File: src/rtl/des_pkg.sv
// Shared DES constants: PC-1/PC-2 tables, shift schedule, key-schedule state type.
// Also provides the PC-1 expansion and the 28-bit half rotations used by the schedule.
package des_pkg;

  localparam int DES_KEY_W    = 56;
  localparam int DES_SUBKEY_W = 48;
  localparam int DES_HALF_W   = 28;
  localparam int DES_ROUNDS   = 16;

  typedef enum logic {
    KS_IDLE,
    KS_EMIT
  } des_ks_state_t;

  // Table entries are FIPS bit numbers, 1 = MSB of the source vector.
  localparam int DES_PC1 [56] = '{
    57, 49, 41, 33, 25, 17,  9,
     1, 58, 50, 42, 34, 26, 18,
    10,  2, 59, 51, 43, 35, 27,
    19, 11,  3, 60, 52, 44, 36,
    63, 55, 47, 39, 31, 23, 15,
     7, 62, 54, 46, 38, 30, 22,
    14,  6, 61, 53, 45, 37, 29,
    21, 13,  5, 28, 20, 12,  4
  };

  localparam int DES_PC2 [48] = '{
    14, 17, 11, 24,  1,  5,
     3, 28, 15,  6, 21, 10,
    23, 19, 12,  4, 26,  8,
    16,  7, 27, 20, 13,  2,
    41, 52, 31, 37, 47, 55,
    30, 40, 51, 45, 33, 48,
    44, 49, 39, 56, 34, 53,
    46, 42, 50, 36, 29, 32
  };

  localparam int DES_SHIFTS [16] = '{1, 1, 2, 2, 2, 2, 2, 2, 1, 2, 2, 2, 2, 2, 2, 1};

  // Parity bits are re-inserted as zeros; PC-1 never selects them.
  function automatic logic [DES_KEY_W-1:0] des_pc1(input logic [DES_KEY_W-1:0] key);
    logic [63:0]          key64;
    logic [DES_KEY_W-1:0] cd;
    for (int i = 0; i < 8; i++) begin
      key64[63-8*i -: 8] = {key[DES_KEY_W-1-7*i -: 7], 1'b0};
    end
    for (int i = 0; i < DES_KEY_W; i++) begin
      cd[DES_KEY_W-1-i] = key64[64-DES_PC1[i]];
    end
    return cd;
  endfunction

  function automatic logic [DES_HALF_W-1:0] des_rotl(input logic [DES_HALF_W-1:0] x,
                                                     input logic two);
    return two ? {x[DES_HALF_W-3:0], x[DES_HALF_W-1 -: 2]}
               : {x[DES_HALF_W-2:0], x[DES_HALF_W-1]};
  endfunction

  function automatic logic [DES_HALF_W-1:0] des_rotr(input logic [DES_HALF_W-1:0] x,
                                                     input logic two);
    return two ? {x[1:0], x[DES_HALF_W-1:2]}
               : {x[0], x[DES_HALF_W-1:1]};
  endfunction

endpackage

File: src/rtl/des_pc2.sv
// DES permuted choice 2: selects 48 of the 56 C||D bits to form a round subkey.
// Pure wiring; shared with any future unrolled key schedule.
module des_pc2
  import des_pkg::*;
(
  input  logic [DES_KEY_W-1:0]    cd,
  output logic [DES_SUBKEY_W-1:0] subkey
);

  logic unused_dropped;

  always_comb begin
    subkey = '0;
    for (int i = 0; i < DES_SUBKEY_W; i++) begin
      subkey[DES_SUBKEY_W-1-i] = cd[DES_KEY_W-DES_PC2[i]];
    end
  end

  // FIPS bits 9,18,22,25,35,38,43,54 are the ones PC-2 discards.
  assign unused_dropped = ^{cd[47], cd[38], cd[34], cd[31], cd[21], cd[18], cd[13], cd[2]};

endmodule

File: src/rtl/des_key_schedule.sv
// Iterative DES key schedule: streams K1..K16 (encrypt) or K16..K1 (decrypt), one per handshake.
// Optional weak-key flag is built only when DES_KEY_WEAK_CHECK_EN is defined.
module des_key_schedule
  import des_pkg::*;
(
  input  logic                    clk,
  input  logic                    rst_n,
  input  logic                    start,
  input  logic                    e,
  input  logic [DES_KEY_W-1:0]    key,
  input  logic                    sk_ready,
  output logic [DES_SUBKEY_W-1:0] subkey,
  output logic                    sk_valid,
  output logic [3:0]              round,
  output logic                    busy,
  output logic                    done,
  output logic                    weak_key
);

  des_ks_state_t         state_q, state_d;
  logic [DES_HALF_W-1:0] c_q, c_d, d_q, d_d;
  logic                  dir_q, dir_d;
  logic [3:0]            cnt_q, cnt_d;
  logic                  busy_q, busy_d;
  logic                  done_q, done_d;

  logic [DES_KEY_W-1:0]  cd0;
  logic [DES_HALF_W-1:0] c0, d0;
  logic                  start_acc, handshake, two;
  logic [3:0]            enc_idx, dec_idx;

  assign cd0       = des_pc1(key);
  assign c0        = cd0[DES_KEY_W-1:DES_HALF_W];
  assign d0        = cd0[DES_HALF_W-1:0];
  assign start_acc = start & ~busy_q;
  assign handshake = (state_q == KS_EMIT) & sk_ready;
  assign enc_idx   = cnt_q + 4'd1;
  assign dec_idx   = 4'd15 - cnt_q;
  assign two       = dir_q ? (DES_SHIFTS[enc_idx] == 2) : (DES_SHIFTS[dec_idx] == 2);

  // busy stays high through the done cycle so a start there is ignored.
  always_comb begin
    state_d = state_q;
    c_d     = c_q;
    d_d     = d_q;
    dir_d   = dir_q;
    cnt_d   = cnt_q;
    busy_d  = busy_q;
    done_d  = 1'b0;
    if (start_acc) begin
      state_d = KS_EMIT;
      dir_d   = e;
      cnt_d   = 4'd0;
      busy_d  = 1'b1;
      c_d     = e ? des_rotl(c0, 1'b0) : c0;
      d_d     = e ? des_rotl(d0, 1'b0) : d0;
    end else if (handshake) begin
      if (cnt_q == 4'd15) begin
        state_d = KS_IDLE;
        cnt_d   = 4'd0;
        done_d  = 1'b1;
      end else begin
        cnt_d = cnt_q + 4'd1;
        c_d   = dir_q ? des_rotl(c_q, two) : des_rotr(c_q, two);
        d_d   = dir_q ? des_rotl(d_q, two) : des_rotr(d_q, two);
      end
    end else if (done_q) begin
      busy_d = 1'b0;
    end
  end

  always_ff @(posedge clk) begin
    if (!rst_n) begin
      state_q <= KS_IDLE;
      c_q     <= '0;
      d_q     <= '0;
      dir_q   <= 1'b1;
      cnt_q   <= 4'd0;
      busy_q  <= 1'b0;
      done_q  <= 1'b0;
    end else begin
      state_q <= state_d;
      c_q     <= c_d;
      d_q     <= d_d;
      dir_q   <= dir_d;
      cnt_q   <= cnt_d;
      busy_q  <= busy_d;
      done_q  <= done_d;
    end
  end

  des_pc2 u_pc2 (
    .cd     ({c_q, d_q}),
    .subkey (subkey)
  );

  assign sk_valid = (state_q == KS_EMIT);
  assign round    = dir_q ? cnt_q : 4'd15 - cnt_q;
  assign busy     = busy_q;
  assign done     = done_q;

`ifdef DES_KEY_WEAK_CHECK_EN
  logic weak_q, weak_d;

  // Weak keys are exactly those whose halves are each all-zeros or all-ones.
  always_comb begin
    weak_d = weak_q;
    if (start_acc) begin
      weak_d = ((c0 == '0) || (c0 == '1)) && ((d0 == '0) || (d0 == '1));
    end
  end

  always_ff @(posedge clk) begin
    if (!rst_n) begin
      weak_q <= 1'b0;
    end else begin
      weak_q <= weak_d;
    end
  end

  assign weak_key = weak_q;
`else
  assign weak_key = 1'b0;
`endif

endmodule

File: config.mk
export PLATFORM = sky130hd
export DESIGN_NAME = des_key_schedule
export DESIGN_NICKNAME = d
export VERILOG_FILES = /design/src/rtl/des_pkg.sv /design/src/rtl/des_pc2.sv /design/src/rtl/des_key_schedule.sv
export SDC_FILE = /design/constraint.sdc
export NUM_CORES = 1
export LEC_CHECK = 0
export BUFFER_PORTS_ARGS = -buffer_cell sky130_fd_sc_hd__buf_2
export CAP_MARGIN = 20
export CORE_MARGIN = 4
export CORE_UTILIZATION = 55
export CTS_BUF_LIST = sky130_fd_sc_hd__clkbuf_8
export CTS_CLUSTER_SIZE = 12
export DETAILED_ROUTE_END_ITERATION = 10
export HOLD_SLACK_MARGIN = 0.05
export MAX_ROUTING_LAYER = met4
export PLACE_DENSITY = 0.82
export SETUP_SLACK_MARGIN = 0.3
export SLEW_MARGIN = 40
export SYNTH_ARGS = -nofsm -noshare
export SYNTH_HDL_FRONTEND = slang
export SYNTH_SLANG_ARGS = --single-unit
File: constraint.sdc
create_clock -name clk -period 4.85 [get_ports clk]
set_input_delay 0.97 -clock clk [delete_from_list [all_inputs] [get_ports clk]]
set_output_delay 0.97 -clock clk [all_outputs]
set_load 0.03 [all_outputs]
# ---- After elaboration in Yosys (flattened, before gate mapping)
# Memory sizes are Yosys's and may differ from the RTL's.
# Index checks and enable logic that the tools add are counted.
dict set report word_totals {
  mem_bits_ro 1024
  out_inout_bits 56
  in_bits 61
  n_memories 2
  reg_bits 64
  word_cells 61
}
dict set report op_classes {
  muxes 28
  addsub 2
  bitwise_logic 7
  reduce_logical 8
  order_cmp 2
  n_eq_ne 5
}
# memory depth width rd rd_ports_with_merged_regs wr line_no
set memory_table {}
lappend memory_table {{(no name shown)} 16 32 1 0 0 des_key_schedule.sv:39} ;# assign two = dir_q ? (DES_SHIFTS[enc_idx] == 2) : (DES_SHIFTS[dec_idx] == 2);
lappend memory_table {{(no name shown)} 16 32 1 0 0 des_key_schedule.sv:39}
# operator count
set ops {}
lappend ops {{$mux 28} 14}
lappend ops {{$mux 32} 4}
lappend ops {{$eq 32x3->1 const B} 2}
lappend ops {{$ge 5x5->1 const B} 2}
lappend ops {{$not 4->5} 2}
lappend ops {{$mux 1} 8}
lappend ops {{$mux 4} 2}
lappend ops {{$reduce_and 2->1} 3}
lappend ops {{$reduce_bool 2->1} 3}
lappend ops {{$add 4x1->4 const B} 1}
lappend ops {{$eq 4x4->1 const B} 1}
lappend ops {{$ne 2x2->1 const B} 2}
lappend ops {{$sub 4x4->4 const A} 1}
lappend ops {{$not 1->1} 3}
lappend ops {{$reduce_or 3->1} 1}
lappend ops {{$and 1x1->1} 2}
lappend ops {{$reduce_or 2->1} 1}

# ---- Longest topological paths before layout
# Gate-level depths: netlist of run 1.
dict set report depth {
  depth_word 12
  ltp_mapped 10
  ltp_nobuf 8
}

# ---- By module
# From an unflattened synthesis of run 1, not the netlist that was laid out.
dict set report unflattened {
  cells_unflattened 631
  area_unflattened_um2 5511.5
}
# mod area_each_um2 n_inst seq_area_each_um2 cells_each
set modules_own_cells {}
lappend modules_own_cells {des_key_schedule 5151.2 1 1281.2 583}
lappend modules_own_cells {des_pc2 360.3 1 0.0 48}

# ---- Worst setup path after synthesis of run 1
# OpenSTA, ideal clock, no wires.
dict set report synth_path {
  kind {input to register}
  start {input e}
  end {register c_q[10]}
  required_ns 4.730
  t_arrival_ns 2.359
  stages 6
  setup_ns 0.120
  path_slack_ns 2.371
  n_path_buf 3
  path_cell_list {clkbuf_1 buf_2 buf_1 mux2i_1 a21oi_1 o31a_1}
}
dict set report synth_between {
  elab_chain_cells 2
}
# item line_no
set synth_lines {}
lappend synth_lines {{start: declaration} des_key_schedule.sv:9} ;# input logic e,
lappend synth_lines {{$mux 28} des_key_schedule.sv:55} ;# c_d = e ? des_rotl(c0, 1'b0) : c0;
lappend synth_lines {{$mux 28} des_key_schedule.sv:50} ;# if (start_acc) begin
lappend synth_lines {{end signal: assignment} des_key_schedule.sv:75} ;# c_q <= '0;
lappend synth_lines {{end signal: assignment} des_key_schedule.sv:83} ;# c_q <= c_d;
lappend synth_lines {{end: declaration} des_key_schedule.sv:21} ;# logic [DES_HALF_W-1:0] c_q, c_d, d_q, d_d;
# Every way passes these cells.
# A chain may end at the register's enable or synchronous reset.

# ---- Worst setup path after layout of run 1
dict set report layout_path {
  start {register cnt_q[0]}
  end {register c_q[0]}
}
dict set report layout_between {
  elab_chain_cells 12
  elab_cells_between_ends 22
  classes_between {add/sub (2); eq/ne (4); mux (11); bitwise (2); reduce/logical (1); memory (2)}
}
# item line_no
set layout_lines {}
lappend layout_lines {{start: declaration} des_key_schedule.sv:23} ;# logic [3:0] cnt_q, cnt_d;
lappend layout_lines {{start signal: assignment} des_key_schedule.sv:86} ;# cnt_q <= cnt_d;
lappend layout_lines {{$sub 4x4->4 or $add 4x1->4 (tied branches)} {des_key_schedule.sv:38, des_key_schedule.sv:37}}
lappend layout_lines {{$not 4->5 (not written as such)} des_key_schedule.sv:39}
lappend layout_lines {{$mem_v2 16x32} -}
lappend layout_lines {{$mux 32 (not written as such) (2 in a row)} des_key_schedule.sv:39}
lappend layout_lines {{$eq 32x3->1} des_key_schedule.sv:39}
lappend layout_lines {{$mux 1} des_key_schedule.sv:39}
lappend layout_lines {{$mux 28 (on tied branches)} {des_pkg.sv:61, des_pkg.sv:55}}
lappend layout_lines {{$mux 28} des_key_schedule.sv:64} ;# c_d = dir_q ? des_rotl(c_q, two) : des_rotr(c_q, two);
lappend layout_lines {{$mux 28} des_key_schedule.sv:58} ;# if (cnt_q == 4'd15) begin
lappend layout_lines {{$mux 28} des_key_schedule.sv:57} ;# end else if (handshake) begin
lappend layout_lines {{$mux 28} des_key_schedule.sv:50}
# Several ways; a longest one is shown, not always the timed one. The select of a mux whose other input is x is not followed.

==> impl_metrics.env, run 1 <==
export IMPL_outcome="finished clean"
export IMPL_grt_usage_pct=26.0
export IMPL_seq_area_frac_synth_pct=25.4
export IMPL_worstSetupPathType="flop to flop"
export IMPL_drt_total_wl_um=14300
export IMPL_synth_top_family_by_area="compound AO/OA/AOI/OAI gates"
export IMPL_synthAdderAreaFrac_pct=0.993
export IMPL_final_cell_area_sq_um=5410
export IMPL_synth_compound_area_share_pct=35.8
export IMPL_cp_max_fo=49
export IMPL_hold_class="flop to flop"
export IMPL_timing_final_crit_share_pct=67.0
export IMPL_layout_nets=761
export IMPL_switchingPower_mw=0.616
export IMPL_synth_mux_area_share_pct=12.1
export IMPL_synthDistinctLibCells=42
export IMPL_cts_made_buffers=9
export IMPL_final_util_pct=61.5
export IMPL_placed_cell_area_sq_um=5240
export IMPL_p_int_mw=0.983
export IMPL_clkTransAtPathRegs_ps=70
export IMPL_crit_arrival_ps=3480
export IMPL_grt_pass1_vias=4839
export IMPL_cap_viol_max_count=0
export IMPL_yosysTopAreaCell="dfxtp_1"
export IMPL_skew_ps=9.19
export IMPL_nFillCells=782
export IMPL_worst_pin_slew_ps=727
export IMPL_pre_cts_ws_ps=1650
export IMPL_period_minus_slack_ps=3250
export IMPL_htree_num_levels=3
export IMPL_clk_path_buf_depth=2
export IMPL_fin_ws_ps=1600
export IMPL_seq_power_share_pct=40.1
export IMPL_post_synth_and_or_nand_nor_area_fraction_pct=11.8
export IMPL_antenna_found_initial=2
export IMPL_grt_first_pass_wirelength_um=23200
export IMPL_syn_nets=733
export IMPL_drt_iter0_markers=702
export IMPL_synth_main_ff_cell="dfxtp_1"
export IMPL_place_gp_congestion=0.988
export IMPL_relSlewSlack_pct=51.4
export IMPL_core_area_sq_um=8810
export IMPL_worstSetupStartpointType="flop"
export IMPL_detail_route_antenna_nets=0
export IMPL_tns_ps=0
export IMPL_ctsHoldBuffers=0
export IMPL_drv_slew=0
export IMPL_leakagePower_nw=2.23
export IMPL_grt_overflow=0
export IMPL_area_delta_synth_final_pct=7.37
export IMPL_use_met3_pct=5.10
export IMPL_syn_inst=668
export IMPL_grt_max_degree=55
export IMPL_globalRouteMet1Util_pct=32.3
export IMPL_vias=5179
export IMPL_regArea_sq_um=1280
export IMPL_layout_drive_gt1_share_pct=21.7
export IMPL_gr_max_usage_layer="met2"
export IMPL_critPathCaptureType="flop"
export IMPL_initial_utilization_pct=57.3
export IMPL_p_per_area_nw_per_um2=295
export IMPL_switching_share_pct=38.5
export IMPL_root_buffer="clkbuf_8"
export IMPL_synth_warnings=0
export IMPL_ys_ff_latch=64
export IMPL_p_clk_share_pct=26.2
export IMPL_viasPerCell=6.39
export IMPL_setup_viol=0
export IMPL_fp_dieH_um=104
export IMPL_rsz0062_at_grt="no"
export IMPL_num_rows=34
export IMPL_syn_avg_cell_area_sq_um=7.55
export IMPL_multiInputGateArea_sq_um=3150
export IMPL_synth_xor_area_share_pct=1.04
export IMPL_syn_cell_area_sq_um=5040
export IMPL_worstPathRequired_ps=5080
export IMPL_wl_per_cell_um=17.6
export IMPL_hpwl_um=9750
export IMPL_post_cts_buffers=0
export IMPL_clock_latency_ps=350
export IMPL_drtPass1Iterations=6
export IMPL_portBuffers=115
export IMPL_async_reset_ff_share_pct=0
export IMPL_drc=0
export IMPL_clkSinkCount=64
export IMPL_grtUsageMet2_pct=42.4
export IMPL_die_area_sq_um=10800
export IMPL_power_mw=1.60
export IMPL_ios=117
export IMPL_synth_edf_count=0
export IMPL_p_comb_share_pct=33.7
export IMPL_synth_area_top_cells="dfxtp_1 (25%), a21oi_1 (16%), mux2i_1 (11%), o31a_1 (8.7%), nand2_1 (8.5%)"
export IMPL_cts_resized=0
export IMPL_chipWidth_um=104
export IMPL_hold_viol_final=0
export IMPL_netlist_area_leader_share_pct=25.4
export IMPL_peakVddDrop_uv=153
export IMPL_cts_tree="built"
export IMPL_fmax_mhz=308
area by class of cell:
class | count | share of cell area [%]
diodes | 2 | 0.0924
clock buffers | 11 | 2.80
clock inverters | 4 | 0.370
inverters | 3 | 0.208
multi-input cells | 495 | 58.2
flip-flops and latches | 64 | 23.7
well taps | 108 | 2.50
repair buffers | 123 | 12.2
final timing paths:
check | start | end | slack [ps] | depth (start not counted)
worst min-delay path | done | busy | 550 | 2
worst min register to register | done | busy | 550 | 2
worst max register to register | cnt_q[0] | c_q[0] | 1600 | 9
worst max-delay path | cnt_q[0] | c_q[0] | 1600 | 9
layout by cell type (no fill, tap or decap), drive strengths merged, types with 6 or more instances in the layout:
cell	count
a21oi	159
buf	123
clkbuf	11
dfxtp	64
mux2i	55
nand2	115
nand3	7
nor2	7
nor2b	6
o21a	50
o31a	50
through the flow:
step / hold slack [ps] / cells
6_report: 554 / 810
5_1_grt: 591 / 810
4_1_cts: 560 / 808
3_5_place_dp: 543 / 793
3_3_place_gp: 539 / 792
2_1_floorplan: 540 / 668
metal layers:
metal  wire length, um  up-vias
li1                  -     2423
met1              5790     2425
met2              6900      292
met3              1270       39
met4               320        0
met5                 0        -
state kept, by name, indices dropped and copies added (netlist names):
| name | flops |
|---|---|
| c_q | 28 |
| dir_q | 1 |
| d_q | 28 |
| busy | 1 |
| done | 1 |
| cnt_q | 4 |
| sk_valid | 1 |
cells by family after synthesis:
group                    count (synthesis)
other                                    1
AND/OR/NAND/NOR                        144
adder cells (fa/ha/maj)                  4
AO/OA/AOI/OAI                          282
multiplexers                            58
buffers and inverters                  109
flip-flops                              64
XOR/XNOR                                 6
synth_stat cells, types with 4 or more instances:
cell type / instances
nand3_1: 7
xnor2_1: 4
o21a_1: 50
clkbuf_1: 36
nand2_1: 114
a21oi_1: 159
dfxtp_1: 64
o31a_1: 50
a211oi_1: 4
ha_1: 4
buf_2: 13
o22ai_1: 4
nor2b_1: 6
nor2_1: 7
buf_4: 50
buf_6: 4
mux2i_1: 55
worst max-delay path, stage by stage, from the launching register on:
cell      delay, ps
dfxtp_1         510
inv_1           130
ha_1            220
nor3_1          260
nor4_2          120
a311oi_4        640
buf_4           570
mux2i_1         260
o22ai_1         130
o221a_2         300
power groups by stage:
stage	registers, mW	clock network [mW]	logic (mW)
2_1_floorplan	0.632	0	0.458
3_3_place_gp	0.646	0	0.512
3_5_place_dp	0.649	0	0.531
4_1_cts	0.637	0.419	0.533
5_1_grt	0.647	0.445	0.582
6_report	0.640	0.419	0.539
No activity file was read; power rests on OpenSTA's default activity.
==> run 2, diff against run 1 <==
--- a/config.mk
+++ b/config.mk
@@ -5,16 +5,17 @@
 export SDC_FILE = /design/constraint.sdc
 export NUM_CORES = 1
 export LEC_CHECK = 0
+export ABC_AREA = 1
 export BUFFER_PORTS_ARGS = -buffer_cell sky130_fd_sc_hd__buf_2
 export CAP_MARGIN = 20
 export CORE_MARGIN = 4
-export CORE_UTILIZATION = 55
+export CORE_UTILIZATION = 53
 export CTS_BUF_LIST = sky130_fd_sc_hd__clkbuf_8
 export CTS_CLUSTER_SIZE = 12
 export DETAILED_ROUTE_END_ITERATION = 10
 export HOLD_SLACK_MARGIN = 0.05
 export MAX_ROUTING_LAYER = met4
-export PLACE_DENSITY = 0.82
+export PLACE_DENSITY = 0.81
 export SETUP_SLACK_MARGIN = 0.3
 export SLEW_MARGIN = 40
 export SYNTH_ARGS = -nofsm -noshare
==> constraint.sdc (replaced) <==
create_clock -name clk -period 2.66 [get_ports clk]
set_input_delay 0.532 -clock clk [delete_from_list [all_inputs] [get_ports clk]]
set_output_delay 0.532 -clock clk [all_outputs]
set_load 0.03 [all_outputs]
==> run 2 against run 1 <==
Effect of this change: count of clock-buffer cells in the layout down 1; clock power up 98%; highest routed layer unchanged; sequential power up 81%; combinational power up 120%; register-to-register slack worse by 1000 ps; critical endpoint is now d_q[1]; worst hold slack worse by 56 ps; flip-flop and latch count unchanged; core utilization down 3.0 points; maximum frequency up 56%; via count up 18%.
==> impl_metrics.env, run 2 <==
export IMPL_outcome="finished clean"
export IMPL_grt_usage_pct=23.9
export IMPL_max_stage_delay_ps=460
export IMPL_clkSinkCount=64
export IMPL_synth_most_common_cell="nand2_1"
export IMPL_nFillCells=1132
export IMPL_final_cell_area_sq_um=6400
export IMPL_htree_num_levels=3
export IMPL_cts_resized=0
export IMPL_detail_route_antenna_nets=0
export IMPL_relSlewSlack_pct=58.4
export IMPL_synthTopCellsByCount="nand2_1 (334), inv_1 (181), nand3_1 (114)"
export IMPL_chipWidth_um=114
export IMPL_power_mw=3.17
export IMPL_worstPathRequired_ps=2950
export IMPL_layout_drive_gt1_share_pct=16.4
export IMPL_p_per_area_nw_per_um2=496
export IMPL_cpMostUsedCell="nand2_1"
export IMPL_grt_max_degree=57
export IMPL_final_cells=1205
export IMPL_async_reset_ff_share_pct=0
export IMPL_critPathCaptureType="flop"
export IMPL_placedCellCount=1189
export IMPL_final_util_pct=58.5
export IMPL_tns_ps=0
export IMPL_ios=117
export IMPL_timing_final_crit_share_pct=78.1
export IMPL_drc=0
export IMPL_path_cells="ha_1, nor2_1, nand2_1, nand2_1, a21oi_4, buf_6, nand3_1, nand2_1, nand2_1, nand3_1, nand2_1, inv_1"
export IMPL_syn_cell_area_sq_um=5990
export IMPL_syn_inst=1033
export IMPL_portBuffers=115
export IMPL_reg_top3="c_q: 28 flops, d_q: 28 flops, cnt_q: 4 flops"
export IMPL_setup_viol=0
export IMPL_fp_dieH_um=114
export IMPL_cap_viol_max_count=0
export IMPL_cp_top_family="simple AND/OR/NAND/NOR gates"
export IMPL_grt_pass1_vias=5577
export IMPL_rsz0062_at_grt="no"
export IMPL_synth_main_ff_cell="dfxtp_1"
export IMPL_netlist_area_leader_share_pct=21.4
export IMPL_placed_cell_area_sq_um=6210
export IMPL_period_minus_slack_ps=2080
export IMPL_die_area_sq_um=13100
export IMPL_ctsHoldBuffers=0
export IMPL_drt_total_wl_um=15100
export IMPL_peakVddDrop_uv=297
export IMPL_drtPass1Iterations=5
export IMPL_final_cell_mix="nand2_1 (333), inv_1 (182), nand3_1 (114), buf_2 (114), o21ai_0 (107)"
export IMPL_root_buffer="clkbuf_8"
export IMPL_post_cts_buffers=0
export IMPL_vias=6131
export IMPL_worstSetupStartpointType="flop"
export IMPL_syn_avg_cell_area_sq_um=5.80
export IMPL_core_area_sq_um=10900
export IMPL_clkTransAtPathRegs_ps=80
export IMPL_synth_area_top_cells="dfxtp_1 (21%), nand2_1 (21%), inv_1 (11%), nand3_1 (9.5%), o21ai_0 (8.9%)"
export IMPL_wl_per_cell_um=12.6
export IMPL_skew_ps=13.4
export IMPL_ys_ff_latch=64
export IMPL_cp_max_fo=56
export IMPL_viasPerCell=5.09
export IMPL_yosysTopAreaCell="dfxtp_1"
export IMPL_area_delta_synth_final_pct=6.81
export IMPL_grt_first_pass_wirelength_um=25500
export IMPL_cts_made_buffers=9
export IMPL_seq_area_frac_synth_pct=21.4
export IMPL_place_gp_congestion=0.881
export IMPL_crit_buf_inv=2
export IMPL_grt_overflow=0
export IMPL_hold_class="input pin to flop"
export IMPL_syn_nets=1098
export IMPL_final_common_cell="nand2_1"
export IMPL_clock_latency_ps=340
export IMPL_synth_edf_count=0
export IMPL_leakagePower_nw=4.28
export IMPL_layout_nets=1125
export IMPL_num_rows=38
export IMPL_antenna_found_initial=1
export IMPL_drv_slew=0
export IMPL_drt_iter0_markers=494
export IMPL_crit_arrival_ps=2360
export IMPL_fmax_mhz=481
export IMPL_hold_viol_final=0
export IMPL_initial_utilization_pct=54.8
export IMPL_synthDistinctLibCells=29
export IMPL_worst_pin_slew_ps=624
export IMPL_worstSetupPathType="flop to flop"
export IMPL_synth_warnings=0
export IMPL_cts_tree="built"
export IMPL_slowest_stage="dfxtp_1"
export IMPL_hpwl_um=10600
export IMPL_clk_path_buf_depth=2
-- run 2: cell count changes in the layout (fill, tap and decap cells not counted), moves of 50 or more --
cell / delta
a21oi_1: -150
inv_1: +179
nand2_1: +221
nand3_1: +107
o21a_1: -50
o21ai_0: +104
o31a_1: -50
-- run 2: stage by stage --
stage,setup slack [ps],hold WS [ps]
6_report,582,498
4_1_cts,449,493
3_3_place_gp,579,497
2_1_floorplan,932,545
5_1_grt,335,520
3_5_place_dp,518,530
-- run 2: worst paths after layout --
path                 start  endpoint  slack [ps]  cells after the start
hold / removal    sk_ready      done         500                      3
setup reg to reg  cnt_q[1]    d_q[1]         580                     12
hold reg to reg       busy      busy         540                      2
setup / recovery  cnt_q[1]    d_q[1]         580                     12
-- run 2: logic make-up (layout without fill, tap and decap cells) --
kind of cell / after synthesis / count (layout) / share of synthesized area, %
AND/OR/NAND/NOR: 486 / 486 / 34.2
buffers and inverters: 296 / 327 / 23.6
AO/OA/AOI/OAI: 128 / 128 / 11.0
flip-flops: 64 / 64 / 21.4
multiplexers: 50 / 50 / 8.35
adder cells (fa/ha/maj): 4 / 4 / 0.835
XOR/XNOR: 4 / 4 / 0.585
other: 1 / 2 / 0.0626
-- run 2: layout make-up --
type	count	area (sq um)	area share, %
tap	140	175	2.74
inverter	184	691	10.8
clock buffer	10	138	2.15
timing repair buffer	128	754	11.8
sequential	64	1280	20.0
clock inverter	5	48.8	0.763
antenna	1	2.50	0.0391
multi-input combinational	673	3310	51.7
-- run 2: per-layer routing --
| metal | track usage, % | vias up | wire, um |
|---|---|---|---|
| li1 | - | 3200 | - |
| met1 | 31.2 | 2707 | 6920 |
| met2 | 38.1 | 202 | 6870 |
| met3 | 3.33 | 22 | 1050 |
| met4 | 8.00 | 0 | 310 |
| met5 | - | - | 0 |
-- run 2: worst min-delay path, stage by stage --
cell and delay, ps:
buf_2 100, nand2_1 110, nor4_1 70
-- run 2: power by group --
group          internal (mW)  leakage (nW)  switching, mW
Sequential              1.06         0.529          0.105
Combinational          0.413          3.65          0.768
Clock                  0.446         0.103          0.386
Total                   1.92          4.28           1.26
==> run 3, diff against run 2 <==
--- a/config.mk
+++ b/config.mk
@@ -9,7 +9,7 @@
 export BUFFER_PORTS_ARGS = -buffer_cell sky130_fd_sc_hd__buf_2
 export CAP_MARGIN = 20
 export CORE_MARGIN = 4
-export CORE_UTILIZATION = 53
+export CORE_UTILIZATION = 55
 export CTS_BUF_LIST = sky130_fd_sc_hd__clkbuf_8
 export CTS_CLUSTER_SIZE = 12
 export DETAILED_ROUTE_END_ITERATION = 10
==> constraint.sdc (replaced) <==
create_clock -name clk -period 2.1 [get_ports clk]
set_input_delay 0.42 -clock clk [delete_from_list [all_inputs] [get_ports clk]]
set_output_delay 0.42 -clock clk [all_outputs]
set_load 0.03 [all_outputs]
==> run 3 against run 2 <==
Effect of this change: count of clock-buffer cells in the layout is the same; flip-flop and latch count unchanged; sequential power is 28% higher; maximum frequency up 5.9%; non-clock buffer count is 19 higher; register-to-register slack worse by 440 ps; wire length increased by 18%; power grew 33%; largest power group unchanged.
==> impl_metrics.env, run 3 (same netlist as run 2, synthesis figures left out) <==
export IMPL_nFillCells=961
export IMPL_fmax_mhz=510
export IMPL_grt_pass1_vias=5922
export IMPL_skew_ps=14.5
export IMPL_crit_reg2reg_launch="cnt_q[0]"
export IMPL_chipWidth_um=112
export IMPL_initial_utilization_pct=57.3
export IMPL_r2r_cells=14
export IMPL_reg2reg_slack_ps=140
export IMPL_ios=117
export IMPL_antenna_found_initial=0
export IMPL_drt_iter0_markers=570
export IMPL_rsz0062_at_grt="yes"
export IMPL_die_area_sq_um=12600
export IMPL_cts_made_buffers=9
export IMPL_cts_tree="built"
export IMPL_layout_drive_gt1_share_pct=22.7
export IMPL_core_area_sq_um=10500
export IMPL_clk_path_buf_depth=2
export IMPL_pre_cts_ws_ps=-13.4
export IMPL_p_comb_share_pct=39.2
export IMPL_drtPass1Iterations=5
export IMPL_worstSetupPathType="flop to flop"
export IMPL_grt_usage_pct=27.2
export IMPL_clock_latency_ps=360
export IMPL_critPathCaptureType="flop"
export IMPL_r2r_end="d_q[13]"
export IMPL_wl_per_cell_um=14.7
export IMPL_outcome="finished clean"
export IMPL_seq_power_share_pct=35.3
export IMPL_crit_arrival_ps=2270
export IMPL_layout_nets=1144
export IMPL_tns_ps=0
export IMPL_switchingPower_mw=1.72
export IMPL_portBuffers=115
export IMPL_hold_viol_final=0
export IMPL_switching_share_pct=40.8
export IMPL_peakVddDrop_uv=369
export IMPL_drv_slew=0
export IMPL_grt_overflow=0
export IMPL_clkTransAtPathRegs_ps=70
export IMPL_hpwl_um=10300
export IMPL_grt_max_degree=72
export IMPL_period_minus_slack_ps=1960
export IMPL_drt_total_wl_um=17900
export IMPL_setup_viol=0
export IMPL_timing_final_crit_share_pct=93.4
export IMPL_holdPathEnd="done"
export IMPL_leakagePower_nw=4.53
export IMPL_hold_class="input pin to flop"
export IMPL_grt_first_pass_wirelength_um=28100
export IMPL_detail_route_antenna_nets=0
export IMPL_worstPathRequired_ps=2410
export IMPL_hp_start="sk_ready"
export IMPL_final_common_cell="nand2_1"
export IMPL_ctsHoldBuffers=0
export IMPL_final_cell_mix="nand2_1 (316), inv_1 (179), buf_2 (114)"
export IMPL_vias=6564
export IMPL_p_per_area_nw_per_um2=598
export IMPL_root_buffer="clkbuf_8"
export IMPL_htree_num_levels=3
export IMPL_place_gp_congestion=0.884
export IMPL_clkSinkCount=64
export IMPL_p_int_mw=2.49
export IMPL_holdPathStages=3
export IMPL_viasPerCell=5.38
export IMPL_drc=0
export IMPL_num_rows=37
export IMPL_fin_ws_ps=139
export IMPL_reg_top3="c_q: 28 flops, d_q: 28 flops, cnt_q: 4 flops"
export IMPL_worstSetupStartpointType="flop"
export IMPL_antenna_cells=0
export IMPL_p_clk_share_pct=25.5
export IMPL_fp_dieH_um=112
export IMPL_area_delta_synth_final_pct=17.6
export IMPL_cap_viol_max_count=0
export IMPL_cp_max_fo=7
-- run 3: power groups by stage --
stage	registers (mW)	logic, mW	clock network [mW]
after floorplan	1.46	1.28	0
after global placement	1.49	1.49	0
after detailed placement	1.49	1.51	0
after CTS	1.46	1.56	1.07
after global routing	1.50	1.83	1.12
final	1.49	1.65	1.08
-- run 3: critical path, cell delays in order, from the launching register on --
cell,delay (ps)
dfxtp_4,380
inv_6,80
ha_4,120
nor2_1,40
nand2_1,60
nand2_2,60
a21oi_4,260
buf_8,190
clkbuf_16,170
nand3_1,100
nand2_1,120
nand2_1,80
nand3_1,120
nand2_1,70
inv_1,50
-- run 3: cell type report --
class	count	area, sq um	area share (%)
inverters	184	698	9.91
multi-input cells	673	3570	50.7
flip-flops and latches	64	1290	18.3
clock buffers	10	138	1.95
well taps	136	170	2.42
clock inverters	5	48.8	0.693
repair buffers	147	1130	16.0
-- run 3: timing repair --
action / 4_1_cts / 5_1_grt
resized for setup: 26 / 57
endpoints found under the setup margin: 56 / 56
buffers inserted: 3 / 2
pin swaps: 3 / 46
gates cloned: 6 / 3
-- run 3: worst max-delay path by stage --
stage,depth (start not counted),startpoint,endpoint
floorplan,14,cnt_q[0],d_q[6]
global placement,12,cnt_q[0],d_q[25]
detailed placement,12,cnt_q[1],c_q[17]
CTS,14,cnt_q[1],c_q[17]
global route,14,cnt_q[0],d_q[13]
finish,14,cnt_q[0],d_q[13]
-- run 3: per-stage QoR --
step	area, sq um	utilization [%]	instances	hold WS [ps]	power [mW]
floorplan	5990	-	1033	545	2.74
global placement	6260	59.9	1190	496	2.98
detailed placement	6260	59.9	1190	506	3.00
CTS	6710	64.1	1214	389	4.10
global route	7050	67.3	1219	412	4.46
finish	7050	67.3	1219	387	4.21
-- run 3: per-layer routing --
layer	vias to the layer above	global-route usage (%)	share of wire, %
li1	3237	-	-
met1	2929	36.6	42
met2	344	42.0	46
met3	54	4.85	9.3
met4	0	7.37	2.9
met5	-	-	0
